===== src/rtl/wb_retire_stage_pkg.sv =====
// Shared layout of the MS->WS bus and the retire-stage action encoding.
// The bus is {gr_we, dest, result, pc}, MSB first, with pc in the low bits.
package wb_retire_stage_pkg;

    typedef enum logic [1:0] {
        WS_HOLD,
        WS_RETIRE,
        WS_FLUSH,
        WS_RESET
    } ws_action_e;

    function automatic int ws_bus_wd(input int rf_aw, input int data_w, input int pc_w);
        return 1 + rf_aw + data_w + pc_w;
    endfunction

    function automatic int ws_pc_lsb();
        return 0;
    endfunction

    function automatic int ws_result_lsb(input int pc_w);
        return pc_w;
    endfunction

    function automatic int ws_dest_lsb(input int data_w, input int pc_w);
        return pc_w + data_w;
    endfunction

    function automatic int ws_gr_we_pos(input int rf_aw, input int data_w, input int pc_w);
        return pc_w + data_w + rf_aw;
    endfunction

endpackage


===== src/rtl/wb_fifo.sv =====
// Generic synchronous FIFO used as the retire buffer; head entry is read combinationally.
// Pointers wrap naturally because DEPTH is a power of two.
module wb_fifo #(
    parameter int unsigned WIDTH = 8,
    parameter int unsigned DEPTH = 4
) (
    input  logic                     clk,
    input  logic                     resetn,
    input  logic                     flush_i,
    input  logic                     push_i,
    input  logic                     pop_i,
    input  logic [WIDTH-1:0]         wdata_i,
    output logic [WIDTH-1:0]         rdata_o,
    output logic [$clog2(DEPTH):0]   count_o
);

    localparam int PTR_W = $clog2(DEPTH);
    localparam int CNT_W = PTR_W + 1;

    logic [WIDTH-1:0] mem_q [DEPTH];
    logic [PTR_W-1:0] wr_ptr_q, wr_ptr_d;
    logic [PTR_W-1:0] rd_ptr_q, rd_ptr_d;
    logic [CNT_W-1:0] count_q, count_d;
    logic             push_ok, pop_ok;

    assign push_ok = push_i && (count_q != CNT_W'(DEPTH));
    assign pop_ok  = pop_i  && (count_q != '0);

    always_comb begin
        wr_ptr_d = wr_ptr_q;
        rd_ptr_d = rd_ptr_q;
        count_d  = count_q;
        if (push_ok) begin
            wr_ptr_d = wr_ptr_q + PTR_W'(1);
        end
        if (pop_ok) begin
            rd_ptr_d = rd_ptr_q + PTR_W'(1);
        end
        case ({push_ok, pop_ok})
            2'b10:   count_d = count_q + CNT_W'(1);
            2'b01:   count_d = count_q - CNT_W'(1);
            default: count_d = count_q;
        endcase
    end

    always_ff @(posedge clk) begin
        if (!resetn || flush_i) begin
            wr_ptr_q <= '0;
            rd_ptr_q <= '0;
            count_q  <= '0;
        end else begin
            wr_ptr_q <= wr_ptr_d;
            rd_ptr_q <= rd_ptr_d;
            count_q  <= count_d;
        end
    end

    // Payload storage carries no reset; occupancy alone decides what is valid.
    always_ff @(posedge clk) begin
        if (push_ok) begin
            mem_q[wr_ptr_q] <= wdata_i;
        end
    end

    assign rdata_o = mem_q[rd_ptr_q];
    assign count_o = count_q;

endmodule


===== src/rtl/wb_retire_stage.sv =====
// Write-back retire stage: buffers MS results, retires them in order to the RF,
// and publishes a pending-write scoreboard for the decode-stage hazard check.
module wb_retire_stage
    import wb_retire_stage_pkg::*;
#(
    parameter int unsigned DATA_W = 32,
    parameter int unsigned PC_W   = 32,
    parameter int unsigned RF_AW  = 5,
    parameter int unsigned DEPTH  = 4
) (
    input  logic                            clk,
    input  logic                            resetn,
    input  logic                            ms_to_ws_valid,
    input  logic [1+RF_AW+DATA_W+PC_W-1:0]  ms_to_ws_bus,
    output logic                            ws_allowin,
    input  logic                            retire_stall,
    input  logic                            ws_flush,
    output logic                            ws_rf_we,
    output logic [RF_AW-1:0]                ws_rf_waddr,
    output logic [DATA_W-1:0]               ws_rf_wdata,
    output logic [2**RF_AW-1:0]             ws_busy_mask,
    output logic                            ws_to_ds_valid,
    output logic [$clog2(DEPTH):0]          ws_count,
    output logic [PC_W-1:0]                 debug_wb_pc,
    output logic [DATA_W/8-1:0]             debug_wb_rf_we,
    output logic [RF_AW-1:0]                debug_wb_rf_wnum,
    output logic [DATA_W-1:0]               debug_wb_rf_wdata
);

    localparam int BUS_W      = ws_bus_wd(RF_AW, DATA_W, PC_W);
    localparam int PC_LSB     = ws_pc_lsb();
    localparam int RESULT_LSB = ws_result_lsb(PC_W);
    localparam int DEST_LSB   = ws_dest_lsb(DATA_W, PC_W);
    localparam int GR_WE_POS  = ws_gr_we_pos(RF_AW, DATA_W, PC_W);
    localparam int CNT_W      = $clog2(DEPTH) + 1;
    localparam int NREG       = 2**RF_AW;

    logic [BUS_W-1:0]  head_bus;
    logic [CNT_W-1:0]  count;
    logic              push, pop, nonempty;
    logic              in_we, head_we;
    logic [RF_AW-1:0]  in_dest, head_dest;
    logic [DATA_W-1:0] head_result;
    logic [PC_W-1:0]   head_pc;
    ws_action_e        action;

    logic [CNT_W-1:0]  pend_q [NREG];
    logic [CNT_W-1:0]  pend_d [NREG];

    assign in_we       = ms_to_ws_bus[GR_WE_POS];
    assign in_dest     = ms_to_ws_bus[DEST_LSB +: RF_AW];
    assign head_we     = head_bus[GR_WE_POS];
    assign head_dest   = head_bus[DEST_LSB +: RF_AW];
    assign head_result = head_bus[RESULT_LSB +: DATA_W];
    assign head_pc     = head_bus[PC_LSB +: PC_W];

    assign nonempty   = (count != '0);
    assign ws_allowin = (count < CNT_W'(DEPTH));
    assign push       = ms_to_ws_valid && ws_allowin && !ws_flush;

    // Reset and flush both suppress retirement so nothing reaches the RF in those cycles.
    always_comb begin
        action = WS_HOLD;
        if (!resetn) begin
            action = WS_RESET;
        end else if (ws_flush) begin
            action = WS_FLUSH;
        end else if (nonempty && !retire_stall) begin
            action = WS_RETIRE;
        end
    end

    assign pop = (action == WS_RETIRE);

    wb_fifo #(
        .WIDTH (BUS_W),
        .DEPTH (DEPTH)
    ) u_wb_fifo (
        .clk     (clk),
        .resetn  (resetn),
        .flush_i (ws_flush),
        .push_i  (push),
        .pop_i   (pop),
        .wdata_i (ms_to_ws_bus),
        .rdata_o (head_bus),
        .count_o (count)
    );

    // Per-register pending-write counters; a register stays busy while any buffered entry targets it.
    always_comb begin
        pend_d = pend_q;
        if (action == WS_FLUSH || action == WS_RESET) begin
            for (int r = 0; r < NREG; r++) begin
                pend_d[r] = '0;
            end
        end else begin
            if (push && in_we && (in_dest != '0)) begin
                pend_d[in_dest] = pend_d[in_dest] + CNT_W'(1);
            end
            if (pop && head_we && (head_dest != '0)) begin
                pend_d[head_dest] = pend_d[head_dest] - CNT_W'(1);
            end
        end
    end

    always_ff @(posedge clk) begin
        if (!resetn) begin
            for (int r = 0; r < NREG; r++) begin
                pend_q[r] <= '0;
            end
        end else begin
            pend_q <= pend_d;
        end
    end

    always_comb begin
        ws_busy_mask = '0;
        for (int r = 1; r < NREG; r++) begin
            ws_busy_mask[r] = (pend_q[r] != '0);
        end
    end

    assign ws_rf_we       = pop && head_we && (head_dest != '0);
    assign ws_rf_waddr    = nonempty ? head_dest   : '0;
    assign ws_rf_wdata    = nonempty ? head_result : '0;
    assign debug_wb_pc    = nonempty ? head_pc     : '0;
    assign ws_to_ds_valid = nonempty;
    assign ws_count       = count;

    assign debug_wb_rf_we    = {(DATA_W/8){ws_rf_we}};
    assign debug_wb_rf_wnum  = ws_rf_waddr;
    assign debug_wb_rf_wdata = ws_rf_wdata;

endmodule

===== config.mk =====
export PLATFORM = sky130hd
export DESIGN_NAME = wb_retire_stage
export DESIGN_NICKNAME = d
export VERILOG_FILES = /design/src/rtl/wb_retire_stage_pkg.sv /design/src/rtl/wb_fifo.sv /design/src/rtl/wb_retire_stage.sv
export SDC_FILE = /design/constraint.sdc
export NUM_CORES = 1
export LEC_CHECK = 0
export CAP_MARGIN = 40
export CELL_PAD_IN_SITES_DETAIL_PLACEMENT = 0
export CELL_PAD_IN_SITES_GLOBAL_PLACEMENT = 1
export CORE_MARGIN = 3
export CORE_UTILIZATION = 40
export CTS_BUF_LIST = sky130_fd_sc_hd__clkbuf_16
export CTS_CLUSTER_SIZE = 10
export DETAILED_ROUTE_END_ITERATION = 10
export PLACE_DENSITY_LB_ADDON = 0.1
export SLEW_MARGIN = 30
export SYNTH_ARGS = -nofsm -noshare
export SYNTH_HDL_FRONTEND = slang
export SYNTH_SLANG_ARGS = --single-unit
export TNS_END_PERCENT = 100

===== constraint.sdc =====
create_clock -name clk -period 6.5 [get_ports clk]
set_input_delay 1.3 -clock clk [delete_from_list [all_inputs] [get_ports clk]]
set_output_delay 1.3 -clock clk [all_outputs]
set_load 0.1 [all_outputs]

* Word level (Yosys, flattened, before mapping)
Memories as Yosys holds them, arrays and structs flattened. A register that Yosys moved wholly into a read port is not among the register bits. Index checks and enable logic that the tools add are counted.
Cells by class: add/subtract/negate cells 6, order comparisons 5, equality and inequality tests 6, mux-type cells 26, bitwise operators 3, reductions and logical operators 52
Operators by type and width (number):
- $mux 96 | 3
- $bwmux 96 | 2
- $reduce_bool 3->1 | 32
- $mux 32 | 2
- $bmux 3 s5 | 2
- $demux 3 s5 | 2
- $mux 3 | 6
- $ge 6x6->1 const B | 2
- $lt 6x1->1 const B | 2
- $not 5->6 | 2
- $logic_and 1x1->1 | 11
- $reduce_bool 5->1 | 2
- $mux 2 | 4
- $add 3x1->3 const B | 2
- $eq 2x2->1 const B | 3
- $pmux 3 s2 | 1
- $sub 3x1->3 const B | 2
- $mux 5 | 1
- $add 2x1->2 const B | 2
- $eq 2x1->1 const B | 2
- $logic_not 1->1 | 3
- $lt 3x3->1 const B | 1
- $mux 1 | 3
- $ne 3x3->1 const B | 1
- other kinds (4) | 5
Word-level totals: bits in registers 103, RAM bits 280, input bits 75, output and inout port bits 148, word-level logic and storage cells 134, memories 1
Memory list:
- u_wb_fifo.mem_q | words 4, width 70, read ports 1, clocked after Yosys merged registers in 1, write ports 1, line wb_fifo.sv:20 | logic [WIDTH-1:0] mem_q [DEPTH];

* Longest topological paths before layout
Gate-level depths: netlist of the first run.
depth after elaboration 14, gate-level depth with buffers 20, depth with buffers taken out 15

* Cells and area by module
Synthesis of the first run repeated with hierarchy kept, for this count alone.
Second synthesis, totals: cells, all modules 1431, area, all modules 18751.7 sq um
By module, submodules not included:
- wb_fifo | times used 1, cells an instance 417, area each 10652.7 sq um, seq. area each 8588.2 sq um
- wb_retire_stage | times used 1, cells an instance 1014, area each 8099.0 sq um, seq. area each 1921.8 sq um

* Worst setup path before layout of the first run
OpenSTA, ideal clock, no wires.
path type input to output, start input port ws_flush, end output port debug_wb_rf_we[0], arrival 4.321 ns, required time 5.200 ns, path slack 0.879 ns, cell stages on the path 5, path buffers 1, path through nand2b_1 > nor3_1 > and2_0 > a21boi_1 > buf_4
Between the ends: cells in the longest elaborated chain, start to end 5
RTL lines:
- start, declared | line wb_retire_stage.sv:17 | input logic ws_flush,
- $mux 2 | line wb_retire_stage.sv:66 | end else if (ws_flush) begin
- $mux 2 | line wb_retire_stage.sv:64 | if (!resetn) begin
- $eq 2x1->1 | line wb_retire_stage.sv:73 | assign pop = (action == WS_RETIRE);
- $logic_and 1x1->1 (2 in a row) | line wb_retire_stage.sv:123 | assign ws_rf_we = pop && head_we && (head_dest != '0);
- end, declared | line wb_retire_stage.sv:25 | output logic [DATA_W/8-1:0] debug_wb_rf_we,
No other way between the ends.

* Worst setup path in the final report of the first run
start input port ws_flush, end register pend_q[5] in the netlist's numbering
Between the ends: cells in the longest elaborated chain, start to end 12, elaborated cells between the ends (all ways) 21, classes of those cells add/sub (1); eq/ne (3); mux (9); reduce/logical (8)
RTL lines:
- $logic_not 1->1 | line wb_retire_stage.sv:59 | assign push = ms_to_ws_valid && ws_allowin && !ws_flush;
- $logic_and 1x1->1 | line wb_retire_stage.sv:59
- $logic_and 1x1->1 (2 in a row) | line wb_retire_stage.sv:97 | if (push && in_we && (in_dest != '0)) begin
- $mux 96 | line wb_retire_stage.sv:97
- $mux 96 | line wb_retire_stage.sv:92 | if (action == WS_FLUSH || action == WS_RESET) begin
- $bmux 3 s5 | line wb_retire_stage.sv:101 | pend_d[head_dest] = pend_d[head_dest] - CNT_W'(1);
- $mux 3 (implied by the code) (2 in a row) | line wb_retire_stage.sv:101
- $sub 3x1->3 | line wb_retire_stage.sv:101
- $bwmux 96 | line wb_retire_stage.sv:101
- $mux 96 | line wb_retire_stage.sv:100 | if (pop && head_we && (head_dest != '0)) begin
- end signal, assigned | line wb_retire_stage.sv:112 | pend_q <= pend_d;
- end, declared | line wb_retire_stage.sv:47 | logic [CNT_W-1:0] pend_q [NREG];
Parallel ways exist; a longest one is shown, timed or not. The select of a mux whose other input is x is not followed. A chain may end at the register's enable or synchronous reset.

==> summary.md, run 1 <==
| Metric | Value |
|---|---|
| Slew margin rel. | between 40% and 50% |
| Detail Route Antenna Nets | 0 |
| DRC Markers | 0 |
| Syn Area/Cell | 12.4 µm² |
| Die height | between 200 and 250 µm |
| Worst Path Arrival | just over 6 ns |
| Mapped Cells | approximately 1.5k |
| WL/cell | 24.0 µm |
| Tightest Hold Check Type | flip-flop to flip-flop |
| Pin count of the biggest net entering global routing | 65 |
| Vias | 13.7k |
| Worst Setup Start Kind | input port |
| Clk Latency, worst-skew pair | slightly below 0.6 ns |
| Slew @ Worst Pin | 0.863 ns |
| Post-synth cell types | between 70 and 80 |
| Power, Total | between 5 and 6 mW |
| DIE WIDTH | 220 µm |
| DRT iter0 DRCs | between 900 and 1k |
| Resize count post-CTS | 0 |
| R2r startpoint | u_wb_fifo.count_o[2]$_SDFFE_PP0P_ |
| Min-Delay Startpoint | pend_q[95]$_SDFF_PP0_ |
| Async S/R FF share, synth | 0% |
| Number of synthesized flops with an enable pin | 280 |
| Detailed Route WL | approximately 58,000 µm |
| Clock Tree Buf Depth | 3 |
| Max FO, Critical Path | 22 |
| Starting Density | 40.9% |
| Core area | 44,700 µm² |
| Final number of setup-violating endpoints | 0 |
| Leakage | between 8 and 9 nW |
| # Post-CTS Setup Buffers | 0 |
| # rows | 77 |
| Yosys warnings | 0 |
| CTS tree | done |
| Root Buffer | clkbuf_16 |
| Initial antenna violation count | 0 |
| First-pass GRT wire length | 88,800 µm |
| GRT Resource Usage Total | between 20% and 30% |
| Yosys reg bits | 385 |
| Ant diodes | 0 |
| CTS buffer count | between 40 and 50 |
| Max-slew violation count | 0 |
| Die ar. | ~48,000 µm² |
| # IOs | ~220 |
| Critical Path RT | 6.93 ns |
| Syn nets | 1,558 |
| Unrepaired setup endpoints after global routing | no |
| Status | completed |
| RD Place Congestion | 0.947 |
| DP HPWL | approximately 40,000 µm |
| Crit Path Category | input port to flip-flop |
| Vias/cell | ~5.7 |
| Final Skew | 0.0269 ns |
| Setup TNS | 0 ns |
| CTS Sinks | about 390 |
| Post-Syn Area | 18,300 µm² |
| CP endpoint kind | flip-flop |
| Synth-to-layout area growth | 34.2% |
| Grt total ovfl | 0 |
| CP Launch Point | ws_flush |
| Fillcell total | 3,763 |
| Number of global-route vias before repair | between 10k and 15k |
| Fin nets | approximately 1.9k |
| DRT Pass-1 Iters | 5 |
| Minimum clock period | roughly 5.7 ns |
| Hold Vio Cnt, Final | 0 |
| Pwr per Cell Area | around 220 nW/µm² |
| Final period utilization | between 80 and 90% |
| H-tree lvl count | 2 |
| Layout cells sized above 1 | between 20% and 30% |
| Hold_buf cts | 0 |
| Clock Pin Slew Worst Setup and Hold Paths | approximately 0.06 ns |
| Max VDD drop | 0.000200 V |
| Post-synth top flop | edfxtp_1 |
| Port Buffers | 221 |
| Fmax | around 180 MHz |
| Max Cap Viol | 0 |
| Seq/Total Area, Yosys | between 50% and 60% |
-- cells in the mapped netlist, drive strengths merged, types with 3 or more instances --
cell | instances | share of area, %
edfxtp | 280 | 46
nor2 | 133 | 2.7
nand2 | 131 | 2.7
dfxtp | 105 | 12
mux4 | 88 | 11
o21ai | 87 | 2.4
nor2b | 86 | 2.9
a211oi | 82 | 3.5
a21oi | 72 | 2.0
buf | 70 | 2.6
clkbuf | 56 | 1.2
or3 | 37 | 1.3
nand3 | 32 | 0.88
nor3 | 23 | 0.71
mux2i | 19 | 1.0
mux2 | 18 | 1.1
and2 | 17 | 0.58
and3 | 17 | 0.58
inv | 15 | 0.31
a31oi | 10 | 0.34
o2111ai | 8 | 0.38
ha | 7 | 0.48
a221oi | 6 | 0.29
o21a | 6 | 0.25
a2111oi | 5 | 0.24
nand2b | 5 | 0.17
nand4 | 5 | 0.17
o211ai | 5 | 0.23
a22oi | 4 | 0.19
nor3b | 4 | 0.25
o32ai | 4 | 0.19
o41ai | 4 | 0.23
xor2 | 4 | 0.23
a21boi | 3 | 0.12
o22ai | 3 | 0.10
-- worst max-delay path: stages --
cell,delay [ns]
clkdlybuf4s50_1,0.49
nor3b_4,0.40
nand2_1,0.26
nor3_1,0.55
buf_4,0.30
nand2_1,0.15
nand2_1,0.09
o21ai_0,0.12
o211a_1,0.25
a31oi_1,0.35
o211ai_1,0.27
or3_1,0.46
nor3_1,0.23
ha_1,0.22
xor2_2,0.15
buf_4,0.38
a211oi_1,0.13
-- sequential cells by signal, summed over array words and instances (netlist names), named ones only --
register	count
u_wb_fifo.mem_q	280
pend_q	96
u_wb_fifo.count_o	3
u_wb_fifo.rd_ptr_q	2
u_wb_fifo.wr_ptr_q	2
-- report_power, final --
part	internal (mW)	switching [mW]
Combinational	0.207	0.399
Clock	1.25	0.975
Sequential	2.66	0.00663
-- layout by cell type, fill, tap and decap left out, types with 53 or more instances in the layout --
cell type,n
edfxtp_1,280
dfxtp_1,103
buf_4,53
clkdlybuf4s50_1,208
o21ai_0,72
mux4_2,88
a211oi_1,77
nor2_1,132
nor2b_1,85
nand2_1,130
buf_8,120
a21oi_1,72
-- final cells by class --
type	count	area, µm²	share of cell area, %
clock buffers	45	1130	4.59
clock inverters	26	148	0.602
inverters	15	56.3	0.230
multi-input cells	949	7050	28.8
flip-flops and latches	385	10500	42.9
well taps	592	741	3.02
repair buffers	411	4880	19.9
-- cell families (layout without fill, tap and decap cells) --
logic type	Yosys count	count (layout)	synth area share (%)
flip-flops	385	385	57.5
adder cells (fa/ha/maj)	8	8	0.589
buffers and inverters	141	497	4.07
other	1	1	0.0205
AND/OR/NAND/NOR	492	492	13.1
XOR/XNOR	6	6	0.329
AO/OA/AOI/OAI	317	317	11.4
multiplexers	125	125	13.0
-- metal layers --
| metal | global-route usage, % | routed length [µm] |
|---|---|---|
| met1 | 33.4 | 25100 |
| met2 | 38.7 | 27100 |
| met3 | 5.01 | 3990 |
| met4 | 8.48 | 1920 |
| met5 | 0 | 0 |
-- worst paths after layout --
check | slack (ns) | depth (start not counted) | end
setup / recovery | 0.79 | 17 | pend_q[5]$_SDFF_PP0_
hold / removal | 0.49 | 1 | pend_q[95]$_SDFF_PP0_
setup reg to reg | 1.61 | 16 | pend_q[5]$_SDFF_PP0_
hold reg to reg | 0.49 | 1 | pend_q[95]$_SDFF_PP0_
-- per-stage QoR --
| step | hold WS, ns | utilization [%] | cells | instance area (µm²) | setup slack [ns] |
|---|---|---|---|---|---|
| final | 0.489 | 54.9 | 2423 | 24500 | 0.795 |
| after global routing | 0.516 | 54.9 | 2423 | 24500 | 0.449 |
| after CTS | 0.492 | 54.9 | 2423 | 24500 | 0.861 |
| after detailed placement | 0.479 | 52.0 | 2352 | 23300 | 0.267 |
| after global placement | 0.476 | 47.1 | 2215 | 21000 | 0.220 |
| after floorplan | 0.448 | - | 1475 | 18300 | 0.879 |
(Power assumes the default switching activity.)
==> run 2: changes to the inputs <==
--- a/config.mk
+++ b/config.mk
@@ -14,7 +14,6 @@
 export CTS_CLUSTER_SIZE = 10
 export DETAILED_ROUTE_END_ITERATION = 10
 export PLACE_DENSITY_LB_ADDON = 0.1
-export SLEW_MARGIN = 30
 export SYNTH_ARGS = -nofsm -noshare
 export SYNTH_HDL_FRONTEND = slang
 export SYNTH_SLANG_ARGS = --single-unit
==> summary.md, run 2 (same netlist as run 1, synthesis figures left out) <==
| Metric | Value |
|---|---|
| Vias/cell | 5.62 (-0.62%) |
| Hold Path Cell Cnt | 1 (unchanged) |
| Die ar. | 48,300 µm² (unchanged) |
| Status | completed |
| Max VDD drop | 0.000201 V (+0.54%) |
| Ant diodes | 0 (unchanged) |
| Placed inst area | 23,500 µm² (+0.98%) |
| Max-slew violation count | 0 (unchanged) |
| Tightest Hold Check Type | flip-flop to flip-flop |
| CTS tree | done |
| Detail Route Antenna Nets | 0 (unchanged) |
| Power, Total | 5.52 mW (+0.39%) |
| DRC Markers | 0 (unchanged) |
| Post-layout instance area | 24,800 µm² (+1.1%) |
| Resize count post-CTS | 0 (unchanged) |
| Cell depth of the worst flop-to-flop path | 16 (unchanged) |
| Slowest cell on crit path | nor3_1 |
| Fin nets | 1,897 (+0.37%) |
| Port Buffers | 221 (unchanged) |
| Slew margin rel. | 37.9% (-3.8 points) |
| Root Buffer | clkbuf_16 |
| First-pass GRT wire length | 87,600 µm (-1.4%) |
| CTS buffer count | 45 (unchanged) |
| Die height | 220 µm (unchanged) |
| Worst Setup Start Kind | input port |
| Number of global-route vias before repair | 13.9k (-1.1%) |
| Most common cell after layout, fill and taps aside | edfxtp_1 |
| Clock Tree Buf Depth | 3 (unchanged) |
| Detailed Route WL | 57,700 µm (-0.84%) |
| # rows | 77 (unchanged) |
| CP endpoint kind | flip-flop |
| Vias | 13.7k (+0.16%) |
| Slew @ Worst Pin | 0.920 ns (+0.0569 ns) |
| Worst path most repeated cell | nand2_1 |
| # IOs | 223 (unchanged) |
| # Post-CTS Setup Buffers | 0 (unchanged) |
| Final Skew | 0.0192 ns (-0.00766 ns) |
| Clock Pin Slew Worst Setup and Hold Paths | 0.06 ns (about the same) |
| Crit-path max cell delay | 0.57 ns (+0.02 ns) |
| H-tree lvl count | 2 (unchanged) |
| Minimum clock period | 5.79 ns (+0.0872 ns) |
| Max reg flops | 280 (unchanged) |
| Fillcell total | 3,766 (+0.080%) |
| Worst Path Arrival | 6.20 ns (+0.07 ns) |
| DRT iter0 DRCs | 1,221 (+30%) |
| Hold_buf cts | 0 (unchanged) |
| Pwr per Cell Area | 223 nW/µm² (-0.71%) |
| WL/cell | 23.6 µm (-1.6%) |
| Layout cells sized above 1 | 21.0% (-0.27 points) |
| Place WS | 0.254 ns (-0.0135 ns) |
| Leakage | 8.53 nW (+1.5%) |
| CP Cell Sequence | clkdlybuf4s50_1, nor3b_4, nand2_1, nor3_1, buf_4, nand2_1, nand2_1, o21ai_0, o211a_1, a31oi_1, o211ai_1, or3_1, nor3_1, ha_1, xor2_2, buf_4, a211oi_1 |
| DIE WIDTH | 220 µm (unchanged) |
| Layout Utilization | 55.5% (+0.61 points) |
| Fmax | 173 MHz (-1.5%) |
| Crit Path Category | input port to flip-flop |
| Most frequent cells in the layout | 280 x edfxtp_1, 215 x clkdlybuf4s50_1, 132 x nor2_1 |
| CTS Sinks | 385 (unchanged) |
| Worst setup margin | 0.708 ns (-0.0872 ns) |
| Max Cap Viol | 0 (unchanged) |
| Hold Vio Cnt, Final | 0 (unchanged) |
| Unrepaired setup endpoints after global routing | no |
| RD Place Congestion | 0.947 (unchanged) |
| Starting Density | 40.9% (unchanged) |
| Clk Latency, worst-skew pair | 0.57 ns (-0.02 ns) |
| Max FO, Critical Path | 22 (unchanged) |
| Final period utilization | 89.1% (+1.3 points) |
| Final number of setup-violating endpoints | 0 (unchanged) |
| DRT Pass-1 Iters | 5 (unchanged) |
| Core area | 44,700 µm² (unchanged) |
| Synth-to-layout area growth | 35.7% |
| Grt total ovfl | 0 (unchanged) |
| DP HPWL | 39,800 µm (-0.26%) |
| Critical Path RT | 6.91 ns (-0.02 ns) |
| Pin count of the biggest net entering global routing | 65 (unchanged) |
| Initial antenna violation count | 0 (unchanged) |
| Setup TNS | 0 ns (unchanged) |
| Largest register by flop count | u_wb_fifo.mem_q |
| GRT Resource Usage Total | 24.0% (-0.35 points) |
-- run 2: cell count changes in the layout (fill, tap and decap cells not counted) --
cell | previous run | this run
buf_16 | 16 | 23
inv_1 | 34 | 45
clkdlybuf4s50_1 | 208 | 215
clkinv_1 | 1 | 3
buf_2 | 8 | 1
clkinv_2 | 2 | 1
-- run 2: routing by layer --
metal | share of wire, % | global-route usage [%]
met1 | 43 | 33.6
met4 | 2.4 | 6.70
met3 | 6.9 | 4.19
met2 | 48 | 38.7
met5 | 0 | 0
-- run 2: power breakdown --
group	internal, mW	total [mW]	switching, mW
combinational	0.211	0.610	0.399
sequential	2.66	2.67	0.00661
clock	1.26	2.24	0.984
-- run 2: worst paths after layout --
path | startpoint | endpoint | slack (ns)
max reg2reg | u_wb_fifo.count_o[2]$_SDFFE_PP0P_ | pend_q[5]$_SDFF_PP0_ | 1.51
min reg2reg | pend_q[95]$_SDFF_PP0_ | pend_q[95]$_SDFF_PP0_ | 0.50
min | pend_q[95]$_SDFF_PP0_ | pend_q[95]$_SDFF_PP0_ | 0.50
max | ws_flush | pend_q[5]$_SDFF_PP0_ | 0.71
-- run 2: stage by stage --
step                      cells  hold slack [ns]
after floorplan            1475            0.448
after global placement     2215            0.476
after detailed placement   2359            0.480
after CTS                  2442            0.497
after global routing       2442            0.521
final                      2442            0.498
-- run 2: worst max-delay path, delay by kind of cell --
| family | cells | cell delay, ns |
|---|---|---|
| XOR/XNOR | 1 | 0.15 |
| adder cells (fa/ha/maj) | 1 | 0.23 |
| buffers and inverters | 3 | 1.17 |
| AO/OA/AOI/OAI | 5 | 1.14 |
| AND/OR/NAND/NOR | 7 | 2.20 |
-- run 2: final cells by class --
type                       instances  area (µm²)  share of cell area, %
tap                              592         741                   2.99
timing repair buffer             418        5110                   20.6
clock inverter                    38         191                  0.772
sequential                       385       10500                   42.4
clock buffer                      45        1130                   4.54
multi-input combinational        949        7050                   28.4
inverter                          15        56.3                  0.227
==> run 3: changes to the inputs <==
--- a/config.mk
+++ b/config.mk
@@ -8,6 +8,7 @@
 export CAP_MARGIN = 40
 export CELL_PAD_IN_SITES_DETAIL_PLACEMENT = 0
 export CELL_PAD_IN_SITES_GLOBAL_PLACEMENT = 1
+export CORE_ASPECT_RATIO = 0.9
 export CORE_MARGIN = 3
 export CORE_UTILIZATION = 40
 export CTS_BUF_LIST = sky130_fd_sc_hd__clkbuf_16
==> summary.md, run 3 (same netlist as run 1, synthesis figures left out) <==
| Metric | Value |
|---|---|
| Status | completed |
| Detail Route Antenna Nets | 0 (unchanged) |
| Slew margin rel. | 46.1% (+8.2 points) |
| Most frequent cells in the layout | 280 x edfxtp_1, 215 x clkdlybuf4s50_1, 132 x nor2_1 |
| Number of global-route vias before repair | 13.9k (+0.050%) |
| DP HPWL | 40,600 µm (+2.1%) |
| DRT iter0 DRCs | 1,324 (+8.4%) |
| Setup TNS | 0 ns (unchanged) |
| Crit Path Category | input port to flip-flop |
| Max-slew violation count | 0 (unchanged) |
| Final number of setup-violating endpoints | 0 (unchanged) |
| CP endpoint kind | flip-flop |
| CTS Sinks | 385 (unchanged) |
| Final Skew | 0.0252 ns (+0.00602 ns) |
| Hold_buf cts | 0 (unchanged) |
| Hold Path Cell Cnt | 1 (unchanged) |
| First-pass GRT wire length | 89,700 µm (+2.4%) |
| Critical Path RT | 6.97 ns (+0.06 ns) |
| Clk Latency, worst-skew pair | 0.58 ns (about the same) |
| Slowest cell on crit path | clkdlybuf4s50_1 |
| H-tree lvl count | 2 (unchanged) |
| Root Buffer | clkbuf_16 |
| Worst Setup Start Kind | input port |
| Leakage | 8.52 nW (about the same) |
| Final period utilization | 89.3% (+0.17 points) |
| Tightest Hold Check Type | flip-flop to flip-flop |
| DRT Pass-1 Iters | 6 (+1) |
| Largest register by flop count | u_wb_fifo.mem_q |
| RD Place Congestion | 0.954 (+0.74%) |
| GRT Resource Usage Total | 24.5% (+0.54 points) |
| WL/cell | 24.3 µm (+2.9%) |
| # rows | 73 (-5.2%) |
| Cell depth of the worst flop-to-flop path | 15 (-1) |
| Die height | 209 µm (-5.0%) |
| Layout cells sized above 1 | 21.5% (+0.45 points) |
| Grt total ovfl | 0 (unchanged) |
| Slew @ Worst Pin | 0.788 ns (-0.132 ns) |
| Starting Density | 40.9% (about the same) |
| Max reg flops | 280 (unchanged) |
| Crit-path max cell delay | 0.86 ns (+0.29 ns) |
| Die ar. | 48,300 µm² (about the same) |
| # IOs | 223 (unchanged) |
| CTS buffer count | 46 (+2.2%) |
| Worst Path Arrival | 6.27 ns (+0.07 ns) |
| DRC Markers | 0 (unchanged) |
| Pin count of the biggest net entering global routing | 65 (unchanged) |
| Max FO, Critical Path | 24 (+9.1%) |
| Initial antenna violation count | 4 (+4) |
| Vias/cell | 5.73 (+1.9%) |
| Detailed Route WL | 59,400 µm (+3.1%) |
| # Post-CTS Setup Buffers | 0 (unchanged) |
| Core area | 44,700 µm² (about the same) |
| Fmax | 172 MHz (-0.19%) |
| Port Buffers | 221 (unchanged) |
| Max Cap Viol | 0 (unchanged) |
| Fin nets | 1,901 (+0.21%) |
| Resize count post-CTS | 0 (unchanged) |
| Synth-to-layout area growth | 36.2% |
| Unrepaired setup endpoints after global routing | no |
| Fillcell total | 3,665 (-2.7%) |
| Vias | 14.0k (+2.2%) |
| Max VDD drop | 0.000254 V (+26%) |
| Hold Vio Cnt, Final | 0 (unchanged) |
| Pwr per Cell Area | 226 nW/µm² (+1.5%) |
| CP Cell Sequence | clkdlybuf4s50_1, buf_4, nor2b_1, a22o_1, a2bb2oi_1, o21a_2, inv_1, buf_4, nor2_1, a211oi_1, a31oi_1, a31oi_1, o211ai_1, or3_1, nor3_1, ha_1, buf_12, a211oi_1 |
| Clock Tree Buf Depth | 3 (unchanged) |
| Minimum clock period | 5.80 ns (+0.0109 ns) |
| Most common cell after layout, fill and taps aside | edfxtp_1 |
| Clock Pin Slew Worst Setup and Hold Paths | 0.06 ns (about the same) |
| WHS | 0.519 ns (+0.0214 ns) |
| CTS tree | done |
| DIE WIDTH | 231 µm (+5.3%) |
-- run 3: worst paths after layout --
check | from | to | slack, ns
setup / recovery | ms_to_ws_bus[66] | pend_q[91]$_SDFF_PP0_ | 0.70
setup reg to reg | u_wb_fifo.count_o[2]$_SDFFE_PP0P_ | pend_q[91]$_SDFF_PP0_ | 1.68
hold reg to reg | pend_q[93]$_SDFF_PP0_ | pend_q[93]$_SDFF_PP0_ | 0.52
hold / removal | pend_q[93]$_SDFF_PP0_ | pend_q[93]$_SDFF_PP0_ | 0.52
-- run 3: power breakdown --
group | leakage (nW) | total, mW | switching [mW] | internal [mW]
combinational | 4.41 | 0.623 | 0.405 | 0.218
sequential | 3.39 | 2.67 | 0.00688 | 2.66
clock | 0.727 | 2.33 | 0.989 | 1.34
total | 8.52 | 5.62 | 1.40 | 4.22
-- run 3: cell type report --
class	count	area [µm²]	share of cell area [%]
repair buffers	421	5150	20.7
clock inverters	27	178	0.714
multi-input cells	949	7050	28.3
flip-flops and latches	385	10500	42.3
diodes	3	7.51	0.0302
clock buffers	47	1180	4.72
well taps	600	751	3.02
inverters	15	56.3	0.226
-- run 3: through the flow --
stage / utilization [%] / cell area [µm²] / std cells / total power [mW] / setup slack [ns]
global route: 55.7 / 24900 / 2447 / 5.81 / 0.620
global placement: 47.2 / 21100 / 2224 / 3.25 / 0.375
CTS: 55.7 / 24900 / 2444 / 5.67 / 0.904
detailed placement: 52.7 / 23500 / 2370 / 3.34 / 0.312
finish: 55.7 / 24900 / 2447 / 5.62 / 0.697
floorplan: - / 18300 / 1475 / 3.06 / 0.879
-- run 3: per-layer routing --
metal  track usage (%)  share of wire, %  up-vias
met3              5.11               8.5       99
met4              6.62               2.3        2
li1                  -                 -     6282
met1              36.9                45     6984
met2              36.1                44      656
met5                 0             0.022        -
-- run 3: worst max-delay path: cells and delay by family --
kind / cells / cell delay [ns]
AOI/OAI and AO/OA: 8 / 1.64
adders and majority gates: 1 / 0.48
buffers and inverters: 5 / 1.85
and+or+nand+nor: 4 / 0.97
